**config.mk**
```make
export PLATFORM = sky130hd
export DESIGN_NAME = decode_stage
export DESIGN_NICKNAME = d
export VERILOG_FILES = /design/src/rtl/decode_stage.sv
export SDC_FILE = /design/constraint.sdc
export NUM_CORES = 1
export LEC_CHECK = 0
export CAP_MARGIN = 30
export CORE_MARGIN = 8
export CORE_UTILIZATION = 40
export CTS_CLUSTER_SIZE = 8
export DETAILED_ROUTE_END_ITERATION = 12
export PLACE_DENSITY = 0.78
export SYNTH_ARGS = -nofsm -noshare
export SYNTH_HDL_FRONTEND = slang
export SYNTH_SLANG_ARGS = --single-unit
```
**constraint.sdc**
```tcl
create_clock -name clk -period 1.7 [get_ports clk]
set_input_delay 0.425 -clock clk [delete_from_list [all_inputs] [get_ports clk]]
set_output_delay 0.425 -clock clk [all_outputs]
set_load 0.01 [all_outputs]
```
**src/rtl/decode_stage.sv**
```systemverilog
// RV32I decode stage: combinational decode of the fetched word, registered bundle with valid/ready handshake.
// Define DECODE_SKID_EN to add a skid register and make in_ready a registered output.
module decode_stage (
    input  logic        clk,
    input  logic        rst_n,
    input  logic        flush,
    input  logic [31:0] in_pc,
    input  logic [31:0] in_instr,
    input  logic        in_valid,
    output logic        in_ready,
    output logic        out_valid,
    input  logic        out_ready,
    output logic [31:0] out_pc,
    output logic [3:0]  out_op,
    output logic [4:0]  out_rd,
    output logic [4:0]  out_rs1,
    output logic [4:0]  out_rs2,
    output logic [2:0]  out_funct3,
    output logic        out_funct7_b5,
    output logic [31:0] out_imm,
    output logic        out_rd_we,
    output logic        out_illegal
);

    typedef struct packed {
        logic [31:0] pc;
        logic [3:0]  op;
        logic [4:0]  rd;
        logic [4:0]  rs1;
        logic [4:0]  rs2;
        logic [2:0]  funct3;
        logic        funct7_b5;
        logic [31:0] imm;
        logic        rd_we;
        logic        illegal;
    } bundle_t;

    logic [2:0]  w_f3;
    logic [6:0]  w_f7;
    logic [31:0] w_imm_i, w_imm_s, w_imm_b, w_imm_u, w_imm_j;
    logic [3:0]  w_op;
    logic [31:0] w_imm;
    logic        w_we_class;
    bundle_t     w_dec;

    assign w_f3    = in_instr[14:12];
    assign w_f7    = in_instr[31:25];
    assign w_imm_i = {{20{in_instr[31]}}, in_instr[31:20]};
    assign w_imm_s = {{20{in_instr[31]}}, in_instr[31:25], in_instr[11:7]};
    assign w_imm_b = {{19{in_instr[31]}}, in_instr[31], in_instr[7], in_instr[30:25], in_instr[11:8], 1'b0};
    assign w_imm_u = {in_instr[31:12], 12'b0};
    assign w_imm_j = {{11{in_instr[31]}}, in_instr[31], in_instr[19:12], in_instr[20], in_instr[30:21], 1'b0};

    // Op/imm/write-enable are only set on a legal decode, so illegal words fall through to 15/0/0.
    always_comb begin
        w_op       = 4'd15;
        w_imm      = 32'd0;
        w_we_class = 1'b0;
        if (in_instr[1:0] == 2'b11) begin
            case (in_instr[6:2])
                5'b01101: begin w_op = 4'd0; w_imm = w_imm_u; w_we_class = 1'b1; end
                5'b00101: begin w_op = 4'd1; w_imm = w_imm_u; w_we_class = 1'b1; end
                5'b11011: begin w_op = 4'd2; w_imm = w_imm_j; w_we_class = 1'b1; end
                5'b11001: if (w_f3 == 3'd0) begin
                    w_op = 4'd3; w_imm = w_imm_i; w_we_class = 1'b1;
                end
                5'b11000: if (w_f3 != 3'd2 && w_f3 != 3'd3) begin
                    w_op = 4'd4; w_imm = w_imm_b;
                end
                5'b00000: if (w_f3 != 3'd3 && w_f3 != 3'd6 && w_f3 != 3'd7) begin
                    w_op = 4'd5; w_imm = w_imm_i; w_we_class = 1'b1;
                end
                5'b01000: if (w_f3 < 3'd3) begin
                    w_op = 4'd6; w_imm = w_imm_s;
                end
                5'b00100: if ((w_f3 == 3'd1) ? (w_f7 == 7'h00) :
                              (w_f3 == 3'd5) ? (w_f7 == 7'h00 || w_f7 == 7'h20) : 1'b1) begin
                    w_op = 4'd7; w_imm = w_imm_i; w_we_class = 1'b1;
                end
                5'b01100: if (w_f7 == 7'h00 || (w_f7 == 7'h20 && (w_f3 == 3'd0 || w_f3 == 3'd5))) begin
                    w_op = 4'd8; w_we_class = 1'b1;
                end
                5'b00011: begin w_op = 4'd9;  w_imm = w_imm_i; end
                5'b11100: begin w_op = 4'd10; w_imm = w_imm_i; w_we_class = 1'b1; end
                default: ;
            endcase
        end
    end

    assign w_dec.pc        = in_pc;
    assign w_dec.op        = w_op;
    assign w_dec.rd        = in_instr[11:7];
    assign w_dec.rs1       = in_instr[19:15];
    assign w_dec.rs2       = in_instr[24:20];
    assign w_dec.funct3    = w_f3;
    assign w_dec.funct7_b5 = in_instr[30];
    assign w_dec.imm       = w_imm;
    assign w_dec.rd_we     = w_we_class && (in_instr[11:7] != 5'd0);
    assign w_dec.illegal   = (w_op == 4'd15);

    bundle_t r_out;
    logic    r_out_valid;

`ifdef DECODE_SKID_EN
    bundle_t r_skid;
    logic    r_skid_valid;
    logic    r_in_ready;
    logic    w_accept;

    assign in_ready = r_in_ready;
    assign w_accept = in_valid && r_in_ready;

    // r_in_ready always tracks !r_skid_valid; the skid only fills while the output is stalled.
    always_ff @(posedge clk or negedge rst_n) begin
        if (!rst_n) begin
            r_out        <= '0;
            r_skid       <= '0;
            r_out_valid  <= 1'b0;
            r_skid_valid <= 1'b0;
            r_in_ready   <= 1'b1;
        end else if (flush) begin
            r_out_valid  <= 1'b0;
            r_skid_valid <= 1'b0;
            r_in_ready   <= 1'b1;
        end else if (!r_out_valid) begin
            if (w_accept) begin
                r_out       <= w_dec;
                r_out_valid <= 1'b1;
            end
        end else if (out_ready) begin
            if (r_skid_valid) begin
                r_out        <= r_skid;
                r_skid_valid <= 1'b0;
                r_in_ready   <= 1'b1;
            end else if (w_accept) begin
                r_out <= w_dec;
            end else begin
                r_out_valid <= 1'b0;
            end
        end else if (w_accept) begin
            r_skid       <= w_dec;
            r_skid_valid <= 1'b1;
            r_in_ready   <= 1'b0;
        end
    end
`else
    assign in_ready = !r_out_valid || out_ready;

    always_ff @(posedge clk or negedge rst_n) begin
        if (!rst_n) begin
            r_out       <= '0;
            r_out_valid <= 1'b0;
        end else if (flush) begin
            r_out_valid <= 1'b0;
        end else if (in_valid && in_ready) begin
            r_out       <= w_dec;
            r_out_valid <= 1'b1;
        end else if (out_ready) begin
            r_out_valid <= 1'b0;
        end
    end
`endif

    assign out_valid     = r_out_valid;
    assign out_pc        = r_out.pc;
    assign out_op        = r_out.op;
    assign out_rd        = r_out.rd;
    assign out_rs1       = r_out.rs1;
    assign out_rs2       = r_out.rs2;
    assign out_funct3    = r_out.funct3;
    assign out_funct7_b5 = r_out.funct7_b5;
    assign out_imm       = r_out.imm;
    assign out_rd_we     = r_out.rd_we;
    assign out_illegal   = r_out.illegal;

endmodule

```
==> results of run 1 <==
## path summary, 6_finish.rpt
| kind | slack (ps) | end | depth (start not counted) |
|---|---|---|---|
| setup / recovery | -200 | out_imm[25] | 8 |
| hold / removal | 20 | out_pc[21] | 1 |
| setup reg to reg | 20 | out_imm[25] | 7 |
| hold reg to reg | 480 | out_rs2[3] | 2 |
| max in group asynchronous | 1130 | out_rs1[3] | 2 |
| min in group clk | 390 | out_imm[28] | 4 |
## synthesized netlist by cell type, types with 7 or more instances
| library cell | instances | share of area, % |
|---|---|---|
| clkbuf_1 | 19 | 1.7 |
| nand2_1 | 31 | 2.8 |
| mux2_2 | 43 | 12 |
| a22oi_1 | 19 | 3.4 |
| nor2b_1 | 7 | 1.1 |
| a211oi_1 | 7 | 1.3 |
| dfrtp_1 | 90 | 54 |
| o21ai_0 | 34 | 4.1 |
| o21ai_2 | 11 | 2.3 |
| inv_1 | 11 | 1.0 |
| nand3_1 | 10 | 1.2 |
| nor2_1 | 11 | 1.0 |
| a21oi_1 | 8 | 0.97 |
## power breakdown
group | total, mW | switching (mW) | internal, mW
combinational | 1.47 | 0.651 | 0.823
sequential | 2.48 | 0.108 | 2.37
clock | 1.45 | 0.842 | 0.608
total | 5.40 | 1.60 | 3.80
## cell families (layout without fill, tap and decap cells)
family | count (synthesis) | in the layout | synth area share (%)
multiplexers | 45 | 45 | 12.16
flip-flops | 90 | 90 | 54.32
XOR/XNOR | 2 | 2 | 0.4225
buffers and inverters | 39 | 284 | 3.923
AO/OA/AOI/OAI | 99 | 99 | 16.42
AND/OR/NAND/NOR | 98 | 98 | 12.76
## flip-flops by register name (all words and copies together) (netlist names)
signal         flops
out_imm           32
out_pc            32
out_rd             5
out_rs1            5
out_rs2            5
out_op             4
out_funct3         3
out_funct7_b5      1
out_illegal        1
out_rd_we          1
out_valid          1
## timing repair
action | 4_1_cts | 5_1_grt
resized for setup | 165 | 69
setup endpoints to repair | 111 | 108
pin swaps | 34 | 15
cloned | 0 | 4
setup buffers | 12 | 9
hold endpoints to repair | 0 | 0
## area by class of cell
cell class	instances	share of cell area, %
Clock buffer	10	1.915
Multi-Input combinational cell	244	28.27
Clock inverter	6	0.7833
Sequential cell	90	31.33
Inverter	11	0.5744
Timing Repair Buffer	257	34.76
Tap cell	136	2.367
## critical path: cells and delay by family
family,cells,cell delay (ps)
buffers and inverters,3,470
AO/OA/AOI/OAI,3,780
AND/OR/NAND/NOR,2,520
## per-stage QoR
stage                     util [%]  setup WS (ps)
after floorplan                  -         -360.4
after global placement       63.17          -1015
after detailed placement     63.17          -1118
after CTS                    66.76         -161.2
after global routing         70.58         -213.3
final                        70.58         -198.2
## layout by cell type, fill, tap and decap left out, types with 3 or more instances in the layout
master	n
clkbuf_16	3
nor3_4	3
clkdlybuf4s50_1	54
o21ai_0	12
inv_1	10
o21ai_2	16
buf_4	70
a22oi_1	19
dlymetal6s2s_1	22
nor2_1	9
buf_6	19
o21ai_1	16
nor2b_1	5
a211oi_2	6
buf_12	9
o221ai_2	5
nand3_1	8
nand3b_1	5
nand2b_1	3
dfrtp_1	90
clkbuf_8	10
nand2_1	30
buf_2	4
a21oi_1	4
and3_1	3
a21oi_2	4
dlygate4sd2_1	72
mux2_2	41
inv_6	3
## routing by layer
metal / global-route usage [%] / vias to the layer above
met3: 7.674 / 17
met4: 5.124 / 0
met5: 0 / -
met2: 32.44 / 147
met1: 23.31 / 1935
li1: - / 1835
==> flow_metrics.py, run 1 <==
metrics = {
    "global_route": {
        "grtUsageTotal_pct": 19.61,
        "grt_start_max_net_pins": 38,
        "grt-ovfl-total": 0,
        "antenna_found_initial": 0,
        "grt_pass1_wl_mm": 22.34,
        "first_global_vias": 4256,
    },
    "place": {
        "port_buffers": 159,
        "routabilityCongestion": 0.9342,
        "placed_area_mm2": 0.006434,
        "numPlacedInstances": 716,
        "dp_hpwl_mm": 10.30,
    },
    "floorplanning": {
        "die_y_um": 117.8,
        "die_x_um": 117.8,
        "start_util_pct": 40.71,
        "io_pins": 160,
        "rows": 37,
        "core_mm2": 0.01018,
        "die_area_mm2": 0.01388,
    },
    "worst_setup_path": {
        "crit_fanout": 13,
        "r2r-start": "out_valid",
        "path_class": "in -> reg",
        "cp.arrival_ps": 2190,
        "path_cells": "clkdlybuf4s15_2, or4_4, o41a_1, o211ai_4, nor3_4, buf_12, buf_6, o21ai_2",
        "cp_slowest_cell": "or4_4",
        "required_ps": 2000,
        "crit_path_start": "in_instr[25]",
        "critPathLaunchType": "primary input",
        "slowest_delay_ps": 430,
        "end_kind": "flop",
    },
    "timing": {
        "finalMaxSlewViolations": 0,
        "rsz0062_at_grt": "yes",
        "hold_slack_ps": 23.00,
        "hold_viol_final": 0,
        "worst_slack_ps": -198.2,
        "finalSetupViolCount": 36,
        "tightest_slew_ps": 526.5,
        "timing.final.crit_share_pct": 111.7,
        "period_minus_slack_ps": 1898,
        "max_slew_margin_pct": 64.90,
        "fmax_mhz": 526.8,
        "final.setup.tns_ps": -3656,
        "clock_skew_ps": 10.99,
    },
    "run_status": {
        "violations": "setup timing",
        "status": "finished, violations left",
    },
    "power": {
        "p_per_area_mw_per_mm2": 751.7,
        "peakVddDrop_uv": 534.7,
        "totalPowerFinal_mw": 5.403,
        "p_leak_nw": 3.494,
    },
    "synth": {
        "syn_inst": 373,
        "seq_area_frac_synth_pct": 54.32,
        "synth-edff-count": 0,
        "synth_seq_cells": 90,
        "syn-cell-area_mm2": 0.004146,
        "yosysWarnings": 0,
        "synth.net_count": 442,
        "synth_top_flop_cell": "dfrtp_1",
        "async_reset_ff_share_pct": 100.0,
        "synth_cell_type_count": 48,
        "syn_avg_cell_area_um2": 11.12,
    },
    "run": {
        "cap_violations": 0,
    },
    "clock_network": {
        "clock-sinks": 90,
        "holdBufCountCts": 0,
        "h-tree-depth": 3,
        "cts_tree": "built",
        "numCtsBuffers": 9,
        "root_buffer": "clkbuf_8",
        "clk_pin_slew_ps": 100,
        "cts.path.max_buffers": 2,
        "insertion_delay_ps": 370,
    },
    "finish": {
        "drive_gt1_share_pct": 37.38,
        "design_area_mm2": 0.007188,
        "diodes": 0,
        "register_area_mm2": 0.002252,
        "n_fill_cell": 741,
        "area_growth_pct": 73.36,
        "multiInputGateArea_mm2": 0.002032,
        "layout.cells.non_filler": 754,
        "final_nets": 682,
    },
    "route": {
        "ant_nets": 0,
        "drc": 0,
        "wl_met1_mm": 5.881,
        "dr_wl_met3_mm": 1.169,
        "num_vias": 3934,
        "wl_mm": 14.27,
        "wl_per_cell_um": 18.92,
        "first_pass_iters": 4,
        "viasPerCell": 5.218,
        "top_layer": "met4",
        "drtIter0Drc": 206,
        "wl_met2_mm": 7.024,
    },
    "hold_path": {
        "hp-class": "in -> async",
    },
}
(Power assumes the default switching activity.)
==> run 2: changes to the inputs <==
--- a/config.mk
+++ b/config.mk
@@ -10,6 +10,7 @@
 export CORE_UTILIZATION = 40
 export CTS_CLUSTER_SIZE = 8
 export DETAILED_ROUTE_END_ITERATION = 12
+export GPL_ROUTABILITY_DRIVEN = 0
 export PLACE_DENSITY = 0.78
 export SYNTH_ARGS = -nofsm -noshare
 export SYNTH_HDL_FRONTEND = slang
==> run 2 against run 1 <==
Against the previous run: the run still ends with setup timing left; first-iteration DRC count up 23%; sequential power about the same; clock power down 8%; sequential share of layout area up 0.17 points; total power down 2.1%; final cell count down 0.93%; worst hold slack better by 63 ps; clock skew down 6.7 ps; maximum frequency down 2.3%; setup slack worse by 45 ps; critical path depth unchanged; die area unchanged; critical path type unchanged.
==> flow_metrics.py, run 2 (same netlist as run 1, synthesis figures left out) <==
metrics = {
    "clock_network": {
        "cts.path.max_buffers": 2,
        "numCtsBuffers": 9,
        "clock-sinks": 90,
        "root_buffer": "clkbuf_8",
        "cts_tree": "built",
        "insertion_delay_ps": 350,
        "holdBufCountCts": 0,
        "clk_pin_slew_ps": 90,
        "h-tree-depth": 3,
    },
    "worst_setup_path": {
        "r2r-end": "out_imm[27]",
        "path_cells": "buf_6, or4_4, o41a_1, o211ai_4, nor3_4, buf_6, buf_6, o21ai_2",
        "crit_path_start": "in_instr[28]",
        "r2r_setup_slack_ps": -50,
        "required_ps": 1990,
        "path_buf_inv": 3,
        "cp_slowest_cell": "or4_4",
        "end_kind": "flop",
        "r2r-start": "out_valid",
        "cp_common_cell": "buf_6",
        "crit_fanout": 6,
        "slowest_delay_ps": 570,
        "cp.arrival_ps": 2230,
        "critPathLaunchType": "primary input",
        "path_delay_family": "compound AO/OA/AOI/OAI gates",
        "path_class": "in -> reg",
        "reg2reg_depth": 7,
    },
    "route": {
        "wl_per_cell_um": 19.69,
        "wl_mm": 14.71,
        "drc": 0,
        "viasPerCell": 5.348,
        "first_pass_iters": 4,
        "drtIter0Drc": 253,
        "num_vias": 3995,
        "ant_nets": 0,
    },
    "global_route": {
        "grt-ovfl-total": 0,
        "grtUsageTotal_pct": 19.39,
        "first_global_vias": 4199,
        "grt_start_max_net_pins": 91,
        "grt_pass1_wl_mm": 21.87,
        "antenna_found_initial": 0,
    },
    "timing": {
        "rsz0062_at_grt": "yes",
        "fmax_mhz": 514.7,
        "finalSetupViolCount": 34,
        "timing.final.crit_share_pct": 114.3,
        "clock_skew_ps": 4.305,
        "finalMaxSlewViolations": 0,
        "worst_slack_ps": -243.0,
        "hold_viol_final": 0,
        "period_minus_slack_ps": 1943,
        "max_slew_margin_pct": 68.04,
        "tightest_slew_ps": 479.4,
        "final.setup.tns_ps": -5614,
        "hold_slack_ps": 86.41,
    },
    "finish": {
        "final_cell_mix": "dfrtp_1 (90), dlygate4sd2_1 (65), buf_4 (61)",
        "area_growth_pct": 72.42,
        "drive_gt1_share_pct": 35.84,
        "final_nets": 675,
        "n_fill_cell": 730,
        "final_common_cell": "dfrtp_1",
        "register_area_mm2": 0.002252,
        "multiInputGateArea_mm2": 0.002002,
        "diodes": 0,
    },
    "floorplanning": {
        "core_mm2": 0.01018,
        "start_util_pct": 40.71,
        "die_x_um": 117.8,
        "die_y_um": 117.8,
        "rows": 37,
        "io_pins": 160,
        "die_area_mm2": 0.01388,
    },
    "place": {
        "dp_slack_ps": -1104,
        "port_buffers": 159,
        "dp_hpwl_mm": 10.01,
    },
    "power": {
        "p_leak_nw": 3.544,
        "p_per_area_mw_per_mm2": 739.6,
        "totalPowerFinal_mw": 5.288,
        "peakVddDrop_uv": 783.6,
    },
    "hold_path": {
        "hp-class": "in -> async",
    },
    "run_status": {
        "status": "finished, violations left",
        "violations": "setup timing",
    },
    "run": {
        "cap_violations": 0,
    },
}
-- run 2: layout make-up --
type / count / area share [%]
Clock inverter: 7 / 0.7525
Multi-Input combinational cell: 244 / 28.00
Tap cell: 136 / 2.380
Sequential cell: 90 / 31.50
Clock buffer: 9 / 1.733
Inverter: 11 / 0.5775
Timing Repair Buffer: 250 / 35.05
-- run 2: per-layer routing --
layer	routed length, um	GRT usage, %	part of all wire, %	vias to the layer above
met5	0	0	0	-
met4	341	7.046	2.3	0
met2	7365	32.94	50	180
met3	1457	8.345	9.9	28
li1	-	-	-	1826
met1	5543	21.13	38	1961
-- run 2: report_power, final --
part | internal (mW) | switching, mW
Sequential | 2.37 | 0.112
Combinational | 0.810 | 0.654
Clock | 0.544 | 0.797
-- run 2: repair_timing --
item | 4_1_cts | 5_1_grt
gates resized for setup | 154 | 72
setup endpoints to repair | 122 | 114
pin swaps | 30 | 19
gates cloned | 2 | 4
setup buffers | 13 | 8
-- run 2: worst max path at each step --
stage                  endpoint  cells after the start
CTS                 out_imm[11]                      7
detailed placement  out_imm[21]                      7
global route        out_imm[11]                      7
global placement    out_imm[16]                      7
floorplan            out_imm[5]                      6
finish              out_imm[29]                      8
-- run 2: per-stage QoR --
step                util, %  instance area (um2)  cells
floorplan                 -                 4205    373
global placement      62.29                 6344    704
detailed placement    62.29                 6344    704
CTS                   66.45                 6768    735
global route          70.20                 7149    747
finish                70.20                 7149    747
